File: src/rtl/fetch_pkg.sv
// Shared types and constants for the instruction fetch controller.
package fetch_pkg;

    typedef enum logic [1:0] {
        S_REQ   = 2'd0,
        S_HOLD  = 2'd1,
        S_DRAIN = 2'd2
    } fetch_state_t;

    localparam logic [31:0] NOP_INST   = 32'h0;
    localparam logic [31:0] INST_BYTES = 32'd4;

    function automatic logic [31:0] align_pc(input logic [31:0] a);
        return a & ~32'h3;
    endfunction

endpackage

File: src/rtl/fetch_ctrl_if.sv
// Instruction memory req/ack bus between fetch and imem.
interface fetch_ctrl_if;

    logic        imem_req;
    logic [31:0] imem_addr;
    logic        imem_ack;
    logic [31:0] imem_rdata;

    modport master (
        output imem_req,
        output imem_addr,
        input  imem_ack,
        input  imem_rdata
    );

    modport slave (
        input  imem_req,
        input  imem_addr,
        output imem_ack,
        output imem_rdata
    );

endinterface

File: src/rtl/fetch_timeout_ctr.sv
// Counts unacknowledged request cycles; raises a sticky error at the limit.
module fetch_timeout_ctr #(
    parameter int unsigned TIMEOUT = 16
) (
    input  logic clk,
    input  logic rst,
    input  logic req_i,
    input  logic ack_i,
    output logic err_o
);

    localparam int unsigned W = $clog2(TIMEOUT);
    localparam logic [W-1:0] LAST = W'(TIMEOUT - 1);

    logic [W-1:0] cnt_q, cnt_d;
    logic         err_q, err_d;

    always_comb begin
        cnt_d = cnt_q;
        err_d = err_q;
        if (req_i && !ack_i) begin
            if (cnt_q == LAST) begin
                err_d = 1'b1;
            end else begin
                cnt_d = cnt_q + 1'b1;
            end
        end else if (ack_i) begin
            cnt_d = '0;
        end
    end

    always_ff @(posedge clk) begin
        if (rst) begin
            cnt_q <= '0;
            err_q <= 1'b0;
        end else begin
            cnt_q <= cnt_d;
            err_q <= err_d;
        end
    end

    assign err_o = err_q;

endmodule

File: src/rtl/fetch_ctrl.sv
// Fetch sequencer: owns the PC, runs the imem handshake, feeds IF/ID.
module fetch_ctrl
    import fetch_pkg::*;
#(
    parameter logic [31:0] RESET_PC = 32'h0000_0000,
    parameter int unsigned TIMEOUT  = 16
) (
    input  logic         clk,
    input  logic         rst,
    fetch_ctrl_if.master imem,
    input  logic         stall,
    input  logic         redirect_valid,
    input  logic [31:0]  redirect_pc,
    output logic         ifid_we,
    output logic         ifid_flush,
    output logic [31:0]  pc_plus_4,
    output logic [31:0]  inst,
    output logic         fetch_busy,
    output logic         fetch_err
);

    fetch_state_t state_q, state_d;
    logic [31:0]  pc_q, pc_d;
    logic [31:0]  addr_q, addr_d;
    logic [31:0]  buf_q, buf_d;
    logic [31:0]  bufpc_q, bufpc_d;
    logic         busy_q, busy_d;
    logic         req;
    logic         err;
    logic [31:0]  rpc;
    logic [31:0]  pc_inc;

    assign rpc    = align_pc(redirect_pc);
    assign pc_inc = pc_q + INST_BYTES;

    always_comb begin
        state_d    = state_q;
        pc_d       = pc_q;
        buf_d      = buf_q;
        bufpc_d    = bufpc_q;
        req        = 1'b0;
        ifid_we    = 1'b0;
        ifid_flush = 1'b0;
        inst       = NOP_INST;
        pc_plus_4  = '0;
        case (state_q)
            S_REQ: begin
                req = 1'b1;
                if (redirect_valid) begin
                    ifid_flush = 1'b1;
                    pc_d       = rpc;
                    state_d    = imem.imem_ack ? S_REQ : S_DRAIN;
                end else if (imem.imem_ack) begin
                    pc_d = pc_inc;
                    if (stall) begin
                        buf_d   = imem.imem_rdata;
                        bufpc_d = pc_inc;
                        state_d = S_HOLD;
                    end else begin
                        ifid_we   = 1'b1;
                        inst      = imem.imem_rdata;
                        pc_plus_4 = pc_inc;
                    end
                end
            end
            S_HOLD: begin
                if (redirect_valid) begin
                    ifid_flush = 1'b1;
                    pc_d       = rpc;
                    state_d    = S_REQ;
                end else if (!stall) begin
                    ifid_we   = 1'b1;
                    inst      = buf_q;
                    pc_plus_4 = bufpc_q;
                    state_d   = S_REQ;
                end
            end
            S_DRAIN: begin
                // The in-flight request cannot be cancelled; only retarget pc.
                req = 1'b1;
                if (redirect_valid) begin
                    ifid_flush = 1'b1;
                    pc_d       = rpc;
                end
                if (imem.imem_ack) begin
                    state_d = S_REQ;
                end
            end
            default: begin
                state_d = S_REQ;
            end
        endcase
        if (rst) begin
            req        = 1'b0;
            ifid_we    = 1'b0;
            ifid_flush = 1'b1;
            inst       = NOP_INST;
            pc_plus_4  = '0;
        end
    end

    assign addr_d = (state_d == S_DRAIN) ? addr_q : pc_d;
    assign busy_d = (state_d != S_HOLD);

    always_ff @(posedge clk) begin
        if (rst) begin
            state_q <= S_REQ;
            pc_q    <= RESET_PC;
            addr_q  <= RESET_PC;
            buf_q   <= NOP_INST;
            bufpc_q <= '0;
            busy_q  <= 1'b1;
        end else begin
            state_q <= state_d;
            pc_q    <= pc_d;
            addr_q  <= addr_d;
            buf_q   <= buf_d;
            bufpc_q <= bufpc_d;
            busy_q  <= busy_d;
        end
    end

    fetch_timeout_ctr #(
        .TIMEOUT (TIMEOUT)
    ) u_timeout (
        .clk   (clk),
        .rst   (rst),
        .req_i (req),
        .ack_i (imem.imem_ack),
        .err_o (err)
    );

    assign imem.imem_req  = req;
    assign imem.imem_addr = rst ? '0 : addr_q;
    assign fetch_busy     = busy_q & ~rst;
    assign fetch_err      = err & ~rst;

endmodule

File: src/flat_wrapper.sv
// flat-port wrapper written by rule: the top's interface ports become plain ports
module fetch_ctrl_flat import fetch_pkg::*;
#(
    parameter logic [31:0] RESET_PC = 32'h0000_0000,
    parameter int unsigned TIMEOUT  = 16
)
  (clk, rst, stall, redirect_valid, redirect_pc, ifid_we, ifid_flush, pc_plus_4, inst, fetch_busy, fetch_err, imem_imem_req, imem_imem_addr, imem_imem_ack, imem_imem_rdata);
  fetch_ctrl_if imem_i ();
  input  logic clk;
  input  logic rst;
  input  logic stall;
  input  logic redirect_valid;
  input  logic [31:0] redirect_pc;
  output logic ifid_we;
  output logic ifid_flush;
  output logic [31:0] pc_plus_4;
  output logic [31:0] inst;
  output logic fetch_busy;
  output logic fetch_err;
  output wire logic [$bits(imem_i.imem_req)-1:0] imem_imem_req;
  output wire logic [$bits(imem_i.imem_addr)-1:0] imem_imem_addr;
  input wire logic [$bits(imem_i.imem_ack)-1:0] imem_imem_ack;
  input wire logic [$bits(imem_i.imem_rdata)-1:0] imem_imem_rdata;
  assign imem_imem_req = imem_i.imem_req;
  assign imem_imem_addr = imem_i.imem_addr;
  assign imem_i.imem_ack = imem_imem_ack;
  assign imem_i.imem_rdata = imem_imem_rdata;
  fetch_ctrl #(.RESET_PC(RESET_PC), .TIMEOUT(TIMEOUT)) u_core (.clk(clk), .rst(rst), .imem(imem_i), .stall(stall), .redirect_valid(redirect_valid), .redirect_pc(redirect_pc), .ifid_we(ifid_we), .ifid_flush(ifid_flush), .pc_plus_4(pc_plus_4), .inst(inst), .fetch_busy(fetch_busy), .fetch_err(fetch_err));
endmodule
File: config.mk
export PLATFORM = sky130hd
export DESIGN_NAME = fetch_ctrl_flat
export DESIGN_NICKNAME = d
export VERILOG_FILES = /design/src/rtl/fetch_pkg.sv /design/src/rtl/fetch_ctrl_if.sv /design/src/rtl/fetch_timeout_ctr.sv /design/src/rtl/fetch_ctrl.sv /design/src/flat_wrapper.sv
export SDC_FILE = /design/constraint.sdc
export NUM_CORES = 1
export LEC_CHECK = 0
export CORE_AREA = 10 10 136 138
export DETAILED_ROUTE_END_ITERATION = 16
export DIE_AREA = 0 0 146 148
export GPL_ROUTABILITY_DRIVEN = 0
export GPL_TIMING_DRIVEN = 0
export PLACE_DENSITY = 0.78
export SLEW_MARGIN = 20
export SYNTH_ARGS = -nofsm -noshare
export SYNTH_HDL_FRONTEND = slang
export SYNTH_HIERARCHICAL = 1
export SYNTH_SLANG_ARGS = --single-unit
File: constraint.sdc
create_clock -name clk -period 3.4 [get_ports clk]
set_input_delay 0.85 -clock clk [delete_from_list [all_inputs] [get_ports clk]]
set_output_delay 0.85 -clock clk [all_outputs]
set_load 0.02 [all_outputs]
==> qor.csv <==
metric;value;unit
status;finished clean;
I/O pin total;170;
drt via density;5.982;
Synth Instances;1021;
maximum clock path buffer count;2;
starting density of the core;49.32;%
hpwl dp;21110;um
grt ovf;0;
Netlist Area Pre-Place;7750;sq um
clock slew at reported path FFs;60;ps
Syn Nets;1096;
final hold slack;446.1;ps
Netlist cell types;73;
Synth Register Bits;136;
CTS sink count;136;
gr usage total;26.16;%
CTS buffer count;17;
Via Count;8680;
Area Overhead vs Synth;38.17;%
CTS tree;done;
startpoint types;flip-flop;
Final Core Density;68.15;%
drc violations;0;
Fmax;295.6;MHz
FILL cells;1286;
Setup Skew;7.658;ps
Routed WL per cell;20.43;um
Synth area leader;dfxtp_1;
register area;2729;sq um
Synth area leaders;dfxtp_1 (35%), nor2_1 (7.0%), nand2_1 (6.8%);
post-cts hold buffer count;0;
Core Region;15710;sq um
Tmin final;3384;ps
first-pass GRT wire length;45710;um
Synth warnings;6;
final setup vio count;0;
First-pass DRT Iterations;6;
Synth top cells by count;nor2_1 (144), nand2_1 (141), dfxtp_1 (136);
fraction of layout cells with a size suffix above 1;19.03;%
post-synth top area share;35.13;%
Post-synth EDFFs;0;
Hold/Removal Path Class;flip-flop to flip-flop;
worst-path fanout max;8;
CP required;2550;ps
clk root buf;clkbuf_16;
DR iter-0 viols;1222;
part of the cycle the worst path needs;99.52;%
Data arrival, critical path;2530;ps
cell with the most instances after synthesis;nor2_1;
Main synth FF type;dfxtp_1;
Rows;46;
RSZ-0062 raised after global routing;yes;
Slew Limit Fails;0;
Worst-Margin Slew;885.6;ps
Seq/Total Area, Yosys;35.13;%
Worst slew margin;40.74;%
diode count;0;
Multi-input gate area;4791;sq um
largest net degree at the start of global routing;17;
Final Hold Fails;0;
worst vdd ir;0.3452;mV
die footprint;21610;sq um
design area;10710;sq um
number of global-route vias before repair;8122;
PwrDens;421.9;nW/um^2
Clock Latency Late Sink;430;ps
fin cells;1451;
final antenna-violating net count;0;
Critical Path End Type;primary output;
Setup CP Type;flip-flop to primary output;
CTS HTree Levels;4;
Inst Count DP;1404;
setup TNS;0;ps
routed wire length;29640;um
Port Buffers;167;
number of max-cap violations;0;
Syn Area/Cell;7.591;sq um
Placement Cell Area;9692;sq um
nets;1297;
Post-synth ARST share;0;%
Die Width;146;um
Pleak;0.004156;uW
initial antenna violation count;0;
Die Y-Extent;148;um
[state kept, by name (all words and copies together), names as in the netlist]
name / flops
u_core/addr_q: 32
u_core/buf_q: 32
u_core/bufpc_q: 32
u_core/pc_q: 32
u_core/u_timeout/cnt_q: 4
u_core/state_q: 2
u_core/busy_q: 1
u_core/u_timeout/err_o: 1
[logic make-up (layout without fill, tap and decap cells)]
logic type | count (synthesis) | count (layout) | share of synthesized area (%)
AO/OA/AOI/OAI | 260 | 260 | 22.47
XOR/XNOR | 37 | 37 | 4.181
adder cells (fa/ha/maj) | 6 | 6 | 0.9687
buffers and inverters | 113 | 327 | 5.812
flip-flops | 136 | 136 | 35.13
multiplexers | 25 | 25 | 3.520
AND/OR/NAND/NOR | 444 | 444 | 27.91
[layer usage]
metal | wire [um] | vias to the layer above | GRT usage, %
li1 | - | 3983 | -
met1 | 11860 | 3997 | 32.82
met2 | 13000 | 580 | 40.63
met3 | 3314 | 120 | 7.448
met4 | 1463 | 0 | 12.46
met5 | 0 | - | 0
[cells in the final DEF, fill, tap and decap left out, types with 27 or more instances in the layout]
| cell type | synthesis | final |
|---|---|---|
| a22oi_1 | 59 | 59 |
| a21oi_1 | 82 | 82 |
| a211oi_1 | 30 | 30 |
| clkbuf_1 | 57 | 38 |
| nor2b_1 | 41 | 39 |
| clkdlybuf4s50_1 | 0 | 79 |
| nand2_1 | 141 | 139 |
| buf_4 | 1 | 40 |
| nor2_1 | 144 | 141 |
| buf_2 | 18 | 33 |
| dfxtp_1 | 136 | 133 |
| clkdlybuf4s15_2 | 0 | 27 |
[critical path, cell delays in order (launching register included)]
cell and delay [ps]:
dfxtp_1 300, clkbuf_4 200, nand4_2 180, nor4_4 410, buf_6 190, nand4_1 220
xnor2_2 240, o21ai_1 170, buf_2 190
[through the flow]
stage / total power [uW] / setup WS [ps]
floorplan: 2249 / 155.3
global placement: 2560 / -2049
detailed placement: 2573 / -2030
CTS: 4500 / 1.433
global route: 4679 / -25.31
finish: 4518 / 16.48
[what timing repair did]
item / CTS / global route
pin swaps: 6 / 5
buffers inserted: 11 / 4
gates resized for setup: 361 / 68
hold endpoints to repair: 0 / 0
gates cloned: 0 / 1
endpoints found under the setup margin: 114 / 75
[final timing paths]
kind,from,end,slack [ps],cells past startpoint
worst max-delay path,u_core/pc_q[12],pc_plus_4[31],20,8
worst min-delay path,u_core/addr_q[31],u_core/addr_q[31],450,2
worst max register to register,u_core/state_q[1],u_core/addr_q[2],550,9
worst min register to register,u_core/addr_q[31],u_core/addr_q[31],450,2
[power breakdown]
group | leakage (uW) | internal, uW | switching [uW]
clock network | 0.000300 | 1230 | 678
registers | 0.00111 | 1690 | 64.3
logic | 0.00274 | 352 | 508
total | 0.00416 | 3270 | 1250
[cell type report]
type | count | area share [%]
plain buffers | 89 | 5.095
multi-input cells | 772 | 44.74
inverters | 23 | 0.8063
clock inverters | 8 | 1.098
flip-flops and latches | 136 | 25.48
repair buffers | 183 | 15.66
well taps | 216 | 2.524
clock buffers | 24 | 4.592
(Power assumes the default switching activity.)
